[src/rtl/wdt_ctrl_if.sv]
// Peripheral bus between the bus decoder (master) and the watchdog controller (slave).
// Handshake: master raises bus_valid with write/addr/wdata stable and holds it until
// bus_ready; slave pulses bus_ready for one cycle (read data valid only during that
// pulse); master then drops bus_valid for at least one cycle before the next access.
interface wdt_ctrl_if;
  logic        bus_valid;
  logic        bus_write;
  logic [4:0]  bus_addr;
  logic [31:0] bus_wdata;
  logic        bus_ready;
  logic [31:0] bus_rdata;

  modport master (
    output bus_valid,
    output bus_write,
    output bus_addr,
    output bus_wdata,
    input  bus_ready,
    input  bus_rdata
  );

  modport slave (
    input  bus_valid,
    input  bus_write,
    input  bus_addr,
    input  bus_wdata,
    output bus_ready,
    output bus_rdata
  );
endinterface

[src/rtl/wdt_ctrl.sv]
// Watchdog controller: register file for the watchdog core plus a two-stage
// escalation FSM (interrupt first, then a fixed-width system reset request).
module wdt_ctrl #(
  parameter int unsigned RST_CYCLES = 16,
  parameter logic [31:0] KICK_KEY   = 32'h5A5A_5A5A
) (
  input  logic              clk,
  input  logic              rst,
  wdt_ctrl_if.slave         bus,
  output logic              wdt_en,
  output logic              wdt_live,
  output logic [31:0]       wdt_tocnt,
  input  logic              wdt_to,
  input  logic              wdt_to_write,
  output logic              irq,
  output logic              sys_rst_req,
  output logic [1:0]        dbg_state
);

  localparam int unsigned CNT_W = (RST_CYCLES > 1) ? $clog2(RST_CYCLES) : 1;

  typedef enum logic [1:0] {
    ST_DISABLED = 2'd0,
    ST_RUN      = 2'd1,
    ST_ESCALATE = 2'd2,
    ST_RESET    = 2'd3
  } state_e;

  localparam logic [2:0] W_CTRL   = 3'd0;
  localparam logic [2:0] W_LOAD   = 3'd1;
  localparam logic [2:0] W_KICK   = 3'd2;
  localparam logic [2:0] W_STATUS = 3'd3;

  state_e             state_q;
  logic               wdt_en_q;
  logic               wdt_live_q;
  logic               sys_rst_q;
  logic [CNT_W-1:0]   rst_cnt_q;

  logic [3:0]         ctrl_q, ctrl_d;
  logic [31:0]        tocnt_q, tocnt_d;
  logic               irq_pend_q, irq_pend_d;
  logic               bus_ready_q, bus_ready_d;
  logic [31:0]        bus_rdata_q, bus_rdata_d;

  logic               access;
  logic               acc_wr;
  logic               acc_rd;
  logic [2:0]         word;
  logic               kick_ok;
  logic               to_ev;
  logic               set_pend;
  logic               reset_done;

  // An access is taken on the first valid cycle; the ready pulse masks the held valid.
  assign access     = bus.bus_valid & ~bus_ready_q;
  assign acc_wr     = access & bus.bus_write;
  assign acc_rd     = access & ~bus.bus_write;
  assign word       = bus.bus_addr[4:2];
  assign kick_ok    = acc_wr && (word == W_KICK) && (bus.bus_wdata == KICK_KEY);
  assign to_ev      = wdt_to_write & wdt_to;
  assign set_pend   = (state_q == ST_RUN) & ctrl_q[0] & to_ev;
  assign reset_done = (state_q == ST_RESET) && (rst_cnt_q == '0);

  always_comb begin
    ctrl_d      = ctrl_q;
    tocnt_d     = tocnt_q;
    irq_pend_d  = irq_pend_q;
    bus_ready_d = access;
    bus_rdata_d = '0;

    if (acc_wr && (word == W_CTRL) && !ctrl_q[3] && (state_q != ST_RESET)) begin
      ctrl_d = bus.bus_wdata[3:0];
    end
    // The end of the reset pulse disarms the watchdog even when LOCK is set.
    if (reset_done) begin
      ctrl_d[0] = 1'b0;
    end

    if (acc_wr && (word == W_LOAD) && !ctrl_q[3]) begin
      tocnt_d = (bus.bus_wdata == 32'd0) ? 32'd1 : bus.bus_wdata;
    end

    if (acc_wr && (word == W_STATUS) && bus.bus_wdata[1]) begin
      irq_pend_d = 1'b0;
    end
    if (set_pend) begin
      irq_pend_d = 1'b1;
    end

    if (acc_rd) begin
      case (word)
        W_CTRL:   bus_rdata_d = {28'd0, ctrl_q};
        W_LOAD:   bus_rdata_d = tocnt_q;
        W_STATUS: bus_rdata_d = {28'd0, state_q, irq_pend_q, wdt_to};
        default:  bus_rdata_d = '0;
      endcase
    end
  end

  always_ff @(posedge clk) begin
    if (rst) begin
      ctrl_q      <= '0;
      tocnt_q     <= 32'hFFFF_FFFF;
      irq_pend_q  <= 1'b0;
      bus_ready_q <= 1'b0;
      bus_rdata_q <= '0;
    end else begin
      ctrl_q      <= ctrl_d;
      tocnt_q     <= tocnt_d;
      irq_pend_q  <= irq_pend_d;
      bus_ready_q <= bus_ready_d;
      bus_rdata_q <= bus_rdata_d;
    end
  end

  // Escalation FSM; outputs are registered alongside the state so they move together.
  always_ff @(posedge clk) begin
    if (rst) begin
      state_q    <= ST_DISABLED;
      wdt_en_q   <= 1'b0;
      wdt_live_q <= 1'b0;
      sys_rst_q  <= 1'b0;
      rst_cnt_q  <= '0;
    end else begin
      wdt_live_q <= 1'b0;
      case (state_q)
        ST_DISABLED: begin
          if (ctrl_q[0]) begin
            state_q  <= ST_RUN;
            wdt_en_q <= 1'b1;
          end
        end
        ST_RUN: begin
          if (!ctrl_q[0]) begin
            state_q  <= ST_DISABLED;
            wdt_en_q <= 1'b0;
          end else if (to_ev) begin
            // A kick coinciding with the timeout is dropped.
            if (ctrl_q[2]) begin
              wdt_live_q <= 1'b1;
              state_q    <= ST_ESCALATE;
            end
          end else if (kick_ok) begin
            wdt_live_q <= 1'b1;
          end
        end
        ST_ESCALATE: begin
          if (!ctrl_q[0]) begin
            state_q  <= ST_DISABLED;
            wdt_en_q <= 1'b0;
          end else if (to_ev) begin
            state_q   <= ST_RESET;
            wdt_en_q  <= 1'b0;
            sys_rst_q <= 1'b1;
            rst_cnt_q <= CNT_W'(RST_CYCLES - 1);
          end else if (kick_ok) begin
            wdt_live_q <= 1'b1;
            state_q    <= ST_RUN;
          end
        end
        ST_RESET: begin
          if (rst_cnt_q == '0) begin
            sys_rst_q <= 1'b0;
            state_q   <= ST_DISABLED;
          end else begin
            rst_cnt_q <= rst_cnt_q - 1'b1;
          end
        end
        default: begin
          state_q  <= ST_DISABLED;
          wdt_en_q <= 1'b0;
        end
      endcase
    end
  end

  assign bus.bus_ready = bus_ready_q;
  assign bus.bus_rdata = bus_rdata_q;
  assign wdt_en        = wdt_en_q;
  assign wdt_live      = wdt_live_q;
  assign wdt_tocnt     = tocnt_q;
  assign irq           = irq_pend_q & ctrl_q[1];
  assign sys_rst_req   = sys_rst_q;
  assign dbg_state     = state_q;

endmodule

[src/flat_wrapper.sv]
// flat-port wrapper written by rule: the top's interface ports become plain ports
module wdt_ctrl_flat 
#(
  parameter int unsigned RST_CYCLES = 16,
  parameter logic [31:0] KICK_KEY   = 32'h5A5A_5A5A
)
  (clk, rst, wdt_en, wdt_live, wdt_tocnt, wdt_to, wdt_to_write, irq, sys_rst_req, dbg_state, bus_bus_valid, bus_bus_write, bus_bus_addr, bus_bus_wdata, bus_bus_ready, bus_bus_rdata);
  wdt_ctrl_if bus_i ();
  input  logic clk;
  input  logic rst;
  output logic wdt_en;
  output logic wdt_live;
  output logic [31:0] wdt_tocnt;
  input  logic wdt_to;
  input  logic wdt_to_write;
  output logic irq;
  output logic sys_rst_req;
  output logic [1:0] dbg_state;
  input wire logic [$bits(bus_i.bus_valid)-1:0] bus_bus_valid;
  input wire logic [$bits(bus_i.bus_write)-1:0] bus_bus_write;
  input wire logic [$bits(bus_i.bus_addr)-1:0] bus_bus_addr;
  input wire logic [$bits(bus_i.bus_wdata)-1:0] bus_bus_wdata;
  output wire logic [$bits(bus_i.bus_ready)-1:0] bus_bus_ready;
  output wire logic [$bits(bus_i.bus_rdata)-1:0] bus_bus_rdata;
  assign bus_i.bus_valid = bus_bus_valid;
  assign bus_i.bus_write = bus_bus_write;
  assign bus_i.bus_addr = bus_bus_addr;
  assign bus_i.bus_wdata = bus_bus_wdata;
  assign bus_bus_ready = bus_i.bus_ready;
  assign bus_bus_rdata = bus_i.bus_rdata;
  wdt_ctrl #(.RST_CYCLES(RST_CYCLES), .KICK_KEY(KICK_KEY)) u_core (.clk(clk), .rst(rst), .bus(bus_i), .wdt_en(wdt_en), .wdt_live(wdt_live), .wdt_tocnt(wdt_tocnt), .wdt_to(wdt_to), .wdt_to_write(wdt_to_write), .irq(irq), .sys_rst_req(sys_rst_req), .dbg_state(dbg_state));
endmodule
[config.mk]
export PLATFORM = sky130hd
export DESIGN_NAME = wdt_ctrl_flat
export DESIGN_NICKNAME = d
export VERILOG_FILES = /design/src/rtl/wdt_ctrl_if.sv /design/src/rtl/wdt_ctrl.sv /design/src/flat_wrapper.sv
export SDC_FILE = /design/constraint.sdc
export NUM_CORES = 1
export LEC_CHECK = 0
export CAP_MARGIN = 20
export CORE_MARGIN = 3
export CORE_UTILIZATION = 40
export CTS_CLUSTER_DIAMETER = 50
export DETAILED_ROUTE_END_ITERATION = 6
export GPL_TIMING_DRIVEN = 0
export HOLD_SLACK_MARGIN = 0.02
export MAX_ROUTING_LAYER = met4
export PLACE_DENSITY = 0.85
export SLEW_MARGIN = 20
export SYNTH_ARGS = -nofsm -noshare
export SYNTH_HDL_FRONTEND = slang
export SYNTH_SLANG_ARGS = --single-unit
[constraint.sdc]
create_clock -name clk -period 1.75 [get_ports clk]
set_input_delay 0.2625 -clock clk [delete_from_list [all_inputs] [get_ports clk]]
set_output_delay 0.2625 -clock clk [all_outputs]
set_load 0.01 [all_outputs]
==> reports/metrics.cfg, run 1 <==
[route]
wl_per_cell_um=16.2
vias=2875
drt-total-wl_mm=9.22
initialDrtViolationCount=118
viasPerCell=5.05
drt-pass1-iter-count=4
drcViolationCount=0
ant_nets=0

[synth]
synthAdderAreaFrac=0.0323
synth_nets=386
synthXorXnorAreaFrac=0.00566
async_reset_ff_frac=0
syn_inst=335
avgSynthCellArea_um2=9.24
synth_most_common_cell=dfxtp_1
seq_area_frac_synth=0.511
synthMuxAreaShare=0.0295
syn_area_mm2=0.00310
synth_top_family_by_area=simple AND/OR/NAND/NOR gates
synth_warnings=0
ys_ff_latch=79
netlist_top_cells_count=79 x dfxtp_1, 67 x nand2_1, 32 x and2_1, 32 x nand3b_1, 22 x nor2_1
synthFlopType=dfxtp_1
synthSimpleGateAreaFrac=0.336
synth_largest_area_cell=dfxtp_1
synth_compound_area_frac=0.0497
synth_edf_count=0
synth.top_cell.area_share=0.511
ys_top_cells_by_area=dfxtp_1 51%, nand2_1 8.1%, nand3b_1 7.8%
synth_cell_types=42

[global_route]
grt_pass1_wl_mm=14.2
grt_usage=0.213
grt_antenna_before_repair=0
grt_max_degree=14
grt-ovfl-total=0
grt_pass1_vias=2927

[floorplan]
die_area_mm2=0.00883
ios=114
dieHeight_um=94.0
fp.coreArea_mm2=0.00737
start_util=0.420
fp-row-count=31
die_width_um=94.0

[setup_path]
crit_arrival_ns=1.96
r2r_cells=7
cpMostUsedCell=nand4_1
path_cells=clkdlybuf4s50_1, nand4_1, nor3b_2, nand4_1, a211oi_4, mux2_4
critical_path.endpoint_type=flip-flop
rrSetupSlack_ns=0.03
reg2reg_to=u_core.dbg_state[0]
critPathLaunchType=input port
worstReg2RegStart=u_core.rst_cnt_q[0]
critical_path.max_stage_delay_ns=0.50
cp_max_fo=3
cp_slowest_cell=clkdlybuf4s50_1
crit_type=input port to flip-flop
crit_required_ns=1.99

[clock_tree]
postCtsHoldBufs=0
ctsLongestPathBuffers=2
h-tree-depth=3
cts_buffers=9
path_clk_slew_ns=0.08
clkSinkCount=79
cts_tree=done
cts-root-buf=clkbuf_8
insertion_delay_ns=0.35

[power]
peakVddDrop_mv=0.437
power_density_mw_per_mm2=795
p_leak_nw=2.19

[timing]
period_share=0.988
rsz0062_at_grt=yes
max_freq_mhz=579
worstMarginPinSlew_ns=0.524
slew-limit-headroom=0.650
hold_viol=0
slew_violations=0
hold_slack_ns=0.157
setup_violations=0
fin_crit_ns=1.73
skew_ns=0.00903

[run]
cap_violations=0

[worst_hold_path]
hold_path_depth=3
hold_class=input port to flip-flop
min_to=u_core.wdt_tocnt[31]
hold_start=bus_bus_wdata[31]

[place]
place_congestion=0.872
port_buffers=111
place.detailed.hpwl_mm=6.51
postPlaceCellArea_mm2=0.00433

[finish]
layout-drive-gt1-share=0.121
stdcell_area_mm2=0.00483
n_antenna_cell=0
area_growth_pct=55.9
final_nets=516

[run_status]
status=finished, final reports clean

-- metrics by stage --
stage	util	power (mW)	instances	setup slack, ns	setup TNS, ns
global route	0.655	3.98	569	-0.0374	-0.0407
floorplan	-	2.06	335	0.0858	0
global placement	0.588	2.29	545	-0.659	-29.31
CTS	0.630	3.83	568	-0.0405	-0.0405
finish	0.655	3.84	569	0.0214	0
detailed placement	0.588	2.29	545	-0.634	-31.21
-- registers in the layout, summed over array words and instances (netlist names), 2 cells and up --
signal / cells
u_core.wdt_tocnt: 32
u_core.rst_cnt_q: 4
u_core.ctrl_q: 4
u_core.bus.bus_rdata: 32
u_core.dbg_state: 2
-- routing by layer --
metal / GRT usage / wire, µm / vias up
met1: 0.247 / 3830 / 1345
li1: - / - / 1385
met3: 0.0449 / 493 / 20
met4: 0.0794 / 199 / 0
met5: - / 0 / -
met2: 0.364 / 4690 / 125
-- report_power, final --
group	leakage (nW)	internal [mW]	switching (mW)	total (mW)
logic	1.43	0.227	0.196	0.423
clock network	0.117	0.887	0.666	1.55
registers	0.641	1.83	0.0283	1.86
total	2.19	2.95	0.890	3.84
-- layout make-up --
class                      count  area (µm²)
fill                         588        2540
clock inverter                 4        77.6
buffer                        18         101
tap                           99         124
clock buffer                  12         155
inverter                       7        26.3
timing repair buffer         119        1240
sequential                    79        1590
multi-input combinational    231        1520
-- cells by family after synthesis --
logic type,Yosys count
xor+xnor,2
mux,9
fa+ha+maj,8
buf+inv,25
simple gates,188
flops,79
compound gates,24
-- cell usage in the layout (no fill, tap or decap), types with 3 or more instances in the layout --
cell type         n
clkbuf_2          4
nand4_1           5
nand2_1          67
clkbuf_1          9
mux2i_1           8
clkbuf_8         11
nand3b_1         32
clkbuf_4          4
ha_1              5
and2_1           32
nor2_1           21
nor4_2            3
nand2b_1          3
o21ai_1           4
dlymetal6s2s_1   29
dfxtp_2           3
a31oi_1           4
inv_1             6
clkdlybuf4s50_1  78
nor4_1            5
dfxtp_1          76
buf_4             8
a21oi_1           7
-- how the worst max path moves through the flow --
stage	startpoint	endpoint
2_1_floorplan	u_core.rst_cnt_q[0]	u_core.dbg_state[0]
3_3_place_gp	bus_bus_wdata[23]	u_core.dbg_state[0]
3_5_place_dp	bus_bus_wdata[23]	u_core.dbg_state[0]
4_1_cts	bus_bus_valid	u_core.dbg_state[0]
5_1_grt	u_core.rst_cnt_q[0]	u_core.dbg_state[0]
6_report	bus_bus_wdata[11]	u_core.dbg_state[0]
-- critical path: cells and delay by family --
kind	cells	cell delay, ns
AND/OR/NAND/NOR	3	0.52
AO/OA/AOI/OAI	1	0.35
multiplexers	1	0.33
buffers and inverters	1	0.50
-- repair_timing --
item / in CTS / in global routing
gates resized for setup: 11 / 61
endpoints found under the hold margin: 0 / 0
gates cloned: 0 / 0
pin swaps: 5 / 13
endpoints found under the setup margin: 58 / 46
buffers inserted: 7 / 1
Power figures use the tool's default switching activity.
==> run 2, diff against run 1 <==
- ABC_CLOCK_PERIOD_IN_PS: unset -> 1750
- RECOVER_POWER: unset -> 50
==> reports/metrics.cfg, run 2 (synthesis results as in run 1) <==
[finish]
area_growth_pct=55.6
multiInputGateArea_mm2=0.00152  ; unchanged
utilization=0.654  ; -0.00153
n_fill_cell=588  ; unchanged
final_nets=516  ; unchanged
regArea_mm2=0.00159  ; unchanged
layout-drive-gt1-share=0.121  ; unchanged
n_antenna_cell=0  ; unchanged
final_cells=569  ; unchanged
stdcell_area_mm2=0.00482  ; -0.23%
layout_commonest_cell=dfxtp_1
layout_common_cells=76 x dfxtp_1, 67 x nand2_1, 43 x clkdlybuf4s50_1

[global_route]
grt_usage=0.213  ; unchanged
grt_antenna_before_repair=0  ; unchanged
grt_pass1_wl_mm=14.2  ; unchanged
grt_pass1_vias=2927  ; unchanged
grt_max_degree=14  ; unchanged
grt-ovfl-total=0  ; unchanged

[floorplan]
die_area_mm2=0.00883  ; unchanged
dieHeight_um=94.0  ; unchanged
ios=114  ; unchanged
start_util=0.420  ; unchanged
fp.coreArea_mm2=0.00737  ; unchanged
fp-row-count=31  ; unchanged
die_width_um=94.0  ; unchanged

[setup_path]
worstSetupStartpoint=bus_bus_wdata[11]
cpMostUsedCell=nand4_1
critical_path.endpoint_type=flip-flop
r2r_cells=7  ; unchanged
reg2reg_to=u_core.dbg_state[0]
critPathBufInv=1  ; unchanged
crit_cells=6  ; unchanged
cp_slowest_cell=clkdlybuf4s50_1
cp_max_fo=3  ; unchanged
crit_family=simple AND/OR/NAND/NOR gates
crit_path_end=u_core.dbg_state[0]
path_cells=clkdlybuf4s50_1, nand4_1, nor3b_2, nand4_1, a211oi_4, mux2_4
critPathLaunchType=input port
worstReg2RegStart=u_core.rst_cnt_q[0]
rrSetupSlack_ns=0.04  ; about the same
critical_path.max_stage_delay_ns=0.50  ; about the same
crit_required_ns=1.99  ; about the same
crit_arrival_ns=1.96  ; about the same
crit_type=input port to flip-flop

[clock_tree]
path_clk_slew_ns=0.08  ; about the same
postCtsHoldBufs=0  ; unchanged
insertion_delay_ns=0.35  ; about the same
cts_buffers=9  ; unchanged
clkSinkCount=79  ; unchanged
cts-root-buf=clkbuf_8
cts_tree=done
ctsLongestPathBuffers=2  ; unchanged
h-tree-depth=3  ; unchanged

[route]
initialDrtViolationCount=97  ; -18%
drcViolationCount=0  ; unchanged
viasPerCell=5.03  ; -0.45%
drt-total-wl_mm=9.16  ; -0.62%
drt-pass1-iter-count=4  ; unchanged
ant_nets=0  ; unchanged
vias=2862  ; -0.45%
wl_per_cell_um=16.1  ; -0.62%

[run_status]
status=finished, final reports clean

[timing]
slew-limit-headroom=0.647  ; -0.00381
layout_setup_ws_ns=0.0212  ; -0.000275 ns
hold_slack_ns=0.155  ; -0.00224 ns
skew_ns=0.00891  ; -0.000121 ns
max_freq_mhz=578  ; about the same
setup_violations=0  ; unchanged
fin_crit_ns=1.73  ; +0.000274 ns
worstMarginPinSlew_ns=0.530  ; +0.00572 ns
fin_setup_tns_ns=0  ; unchanged
hold_viol=0  ; unchanged
period_share=0.988  ; about the same
slew_violations=0  ; unchanged
rsz0062_at_grt=yes

[power]
power_mw=3.83  ; -0.17%
peakVddDrop_mv=0.437  ; -0.13%
p_leak_nw=2.29  ; +4.8%
power_density_mw_per_mm2=795  ; about the same

[place]
port_buffers=111  ; unchanged
dp_slack_ns=-0.634  ; unchanged
postPlaceCellArea_mm2=0.00433  ; unchanged
place_congestion=0.872  ; unchanged
dp.cells=545  ; unchanged
place.detailed.hpwl_mm=6.51  ; unchanged

[worst_hold_path]
hold_path_depth=3  ; unchanged
hold_class=input port to flip-flop

[run]
cap_violations=0  ; unchanged

## run 2: cell count changes in the layout (fill, tap and decap cells not counted), sizes merged
cell	before	now
clkbuf	28	30
buf	11	10
clkdlybuf4s50	78	43
dlymetal6s2s	29	28
dlygate4sd3	0	35
## run 2: timing repair
action	4_1_cts	5_1_grt
setup buffers	7	1
gates resized for setup	11	61
endpoints found under the setup margin	58	46
endpoints found under the hold margin	0	0
pin swaps	5	13
## run 2: routing by layer
metal,global-route usage,vias up,share of wire
li1,-,1385,-
met1,0.247,1330,0.41
met2,0.364,126,0.51
met3,0.0449,21,0.055
met4,0.0794,0,0.022
met5,-,-,0
## run 2: worst min-delay path by stage
stage          slack (ns)                  endpoint            startpoint
6_report             0.15      u_core.wdt_tocnt[31]     bus_bus_wdata[31]
5_1_grt              0.17      u_core.wdt_tocnt[31]     bus_bus_wdata[31]
4_1_cts              0.28      u_core.wdt_tocnt[29]     bus_bus_wdata[29]
3_5_place_dp         0.47      u_core.wdt_tocnt[10]  u_core.wdt_tocnt[10]
3_3_place_gp         0.47  u_core.bus.bus_rdata[14]  u_core.wdt_tocnt[14]
2_1_floorplan        0.38       u_core.wdt_tocnt[2]      bus_bus_wdata[2]
## run 2: worst reg2reg max path, stage by stage, from the launching register on
cell and delay, ns:
dfxtp_1 0.34, inv_1 0.10, ha_2 0.19, inv_1 0.07
o31ai_4 0.21, inv_2 0.09, a211oi_4 0.28, mux2_4 0.33
## run 2: final cells by class
type,instances,share of cell area
timing repair buffer,119,0.255
sequential,79,0.329
clock inverter,4,0.0161
clock buffer,12,0.0322
multi-input combinational,231,0.316
tap,99,0.0257
buffer,18,0.0205
inverter,7,0.00545
## run 2: report_power, final
group          internal (mW)  switching (mW)
Sequential              1.83          0.0283
Clock                  0.887           0.664
Combinational          0.223           0.196
==> run 3, diff against run 2 <==
- CORE_MARGIN: 3 -> unset
- GPL_ROUTABILITY_DRIVEN: unset -> 0
==> reports/metrics.cfg, run 3 (synthesis results as in run 1) <==
[run_status]
status=finished, final reports clean

[route]
viasPerCell=5.14  ; +2.1%
drt-pass1-iter-count=4  ; unchanged
drt-total-wl_mm=8.76  ; -4.4%
drcViolationCount=0  ; unchanged
ant_nets=0  ; unchanged
vias=2923  ; +2.1%
initialDrtViolationCount=103  ; +6.2%
wl_per_cell_um=15.4  ; -4.4%

[global_route]
grt_pass1_wl_mm=13.8  ; -2.7%
grt_antenna_before_repair=0  ; unchanged
grt_usage=0.225  ; +0.0117
grt_max_degree=14  ; unchanged
grt_pass1_vias=2798  ; -4.4%
grt-ovfl-total=0  ; unchanged

[clock_tree]
cts-root-buf=clkbuf_8
postCtsHoldBufs=0  ; unchanged
cts_buffers=9  ; unchanged
clkSinkCount=79  ; unchanged
insertion_delay_ns=0.35  ; about the same
h-tree-depth=3  ; unchanged
ctsLongestPathBuffers=2  ; unchanged
cts_tree=done
path_clk_slew_ns=0.08  ; about the same

[timing]
period_share=0.977  ; -0.0110
hold_viol=0  ; unchanged
layout_setup_ws_ns=0.0404  ; +0.0192 ns
rsz0062_at_grt=yes
slew_violations=0  ; unchanged
skew_ns=0.0111  ; +0.00224 ns
max_freq_mhz=585  ; +1.1%
worstMarginPinSlew_ns=0.539  ; +0.00849 ns
fin_setup_tns_ns=0  ; unchanged
slew-limit-headroom=0.641  ; -0.00566
setup_violations=0  ; unchanged
fin_crit_ns=1.71  ; -0.0192 ns
hold_slack_ns=0.196  ; +0.0415 ns

[setup_path]
crit_required_ns=1.99  ; about the same
critical_path.endpoint_type=flip-flop
cpMostUsedCell=nand4_1
worstSetupStartpoint=bus_bus_wdata[11]
crit_type=input port to flip-flop
worstReg2RegStart=u_core.bus.bus_ready
crit_family=buffers and inverters
critPathLaunchType=input port
rrSetupSlack_ns=0.05  ; about the same
critical_path.max_stage_delay_ns=0.52  ; +0.02 ns
crit_path_end=u_core.dbg_state[0]
path_cells=clkdlybuf4s50_1, nand4_1, nor3b_1, nand4_1, a211oi_2, mux2_1
crit_cells=6  ; unchanged
reg2reg_to=u_core.dbg_state[0]
cp_slowest_cell=clkdlybuf4s50_1
critPathBufInv=1  ; unchanged
r2r_cells=5  ; -2
crit_arrival_ns=1.95  ; about the same
cp_max_fo=3  ; unchanged

[finish]
area_growth_pct=52.9
n_fill_cell=613  ; +4.3%
layout_commonest_cell=clkdlybuf4s50_1
regArea_mm2=0.00158  ; -0.16%
layout_common_cells=90 x clkdlybuf4s50_1, 78 x dfxtp_1, 67 x nand2_1
utilization=0.643  ; -0.0110
n_antenna_cell=0  ; unchanged
final_nets=516  ; unchanged
stdcell_area_mm2=0.00474  ; -1.7%
multiInputGateArea_mm2=0.00150  ; -1.2%
layout-drive-gt1-share=0.113  ; -0.00851

[power]
peakVddDrop_mv=0.428  ; -1.9%
p_leak_nw=2.08  ; -9.3%
pwr-share-clk=0.369  ; -0.036
seqPwrFrac=0.516  ; +0.030
comb_power_share=0.114  ; +0.005
power_density_mw_per_mm2=761  ; -4.3%
netSwitchingPower_mw=0.895  ; +0.74%
power.internal_mw=2.71  ; -7.9%
swShare=0.248  ; +0.0164

[floorplan]
start_util=0.420  ; unchanged
dieHeight_um=90.0  ; -4.3%
die_width_um=90.0  ; -4.3%
fp-row-count=31  ; unchanged
ios=114  ; unchanged
fp.coreArea_mm2=0.00737  ; unchanged
die_area_mm2=0.00810  ; -8.3%

[worst_hold_path]
hold_start=bus_bus_wdata[23]
hold_class=input port to flip-flop

[place]
postPlaceCellArea_mm2=0.00433  ; unchanged
dp_slack_ns=-0.573  ; +0.0610 ns
port_buffers=111  ; unchanged
place.detailed.hpwl_mm=6.33  ; -2.7%

[run]
cap_violations=0  ; unchanged

## run 3: routing by layer
layer | global-route usage | vias to the layer above | wire length, µm
met5 | - | - | 0
met1 | 0.260 | 1384 | 3550
met3 | 0.0415 | 18 | 607
met4 | 0.110 | 0 | 152
li1 | - | 1388 | -
met2 | 0.377 | 133 | 4440
## run 3: power by group through the flow
stage                     Clock [mW]  Combinational (mW)  Sequential (mW)
after floorplan                    0               0.153             1.91
after global placement             0               0.383             1.90
after detailed placement           0               0.392             1.90
after CTS                       1.35               0.405             1.86
after global routing            1.43               0.444             1.87
final                           1.33               0.412             1.86
## run 3: worst reg2reg max path, stage by stage (launching register included)
cell and delay (ns):
dfxtp_1 0.34, nand4bb_4 0.24, nor2_2 0.17, nand4_1 0.18, a211oi_2 0.31, mux2_1 0.34
## run 3: final cells by class
type | instances | area share
sequential | 79 | 0.334
multi-input combinational | 231 | 0.317
timing repair buffer | 119 | 0.258
clock buffer | 10 | 0.0269
tap | 99 | 0.0262
buffer | 18 | 0.0193
clock inverter | 6 | 0.0129
inverter | 7 | 0.00555
## run 3: metrics by stage
step	std cells	total power, mW
6_report	569	3.60
5_1_grt	569	3.74
4_1_cts	566	3.61
3_5_place_dp	545	2.29
3_3_place_gp	545	2.28
2_1_floorplan	335	2.06
## run 3: worst min path at each step
stage | cells after the start | to | slack (ns)
after floorplan | 2 | u_core.wdt_tocnt[2] | 0.38
after global placement | 1 | u_core.bus.bus_rdata[14] | 0.47
after detailed placement | 1 | u_core.bus.bus_rdata[28] | 0.47
after CTS | 3 | u_core.wdt_tocnt[29] | 0.30
after global routing | 3 | u_core.wdt_tocnt[31] | 0.21
final | 3 | u_core.wdt_tocnt[23] | 0.20
## run 3: what timing repair did
item	in CTS	in global routing
setup endpoints to repair	54	30
buffers inserted	5	3
gates cloned	0	0
pin swaps	4	12
resized for setup	7	39
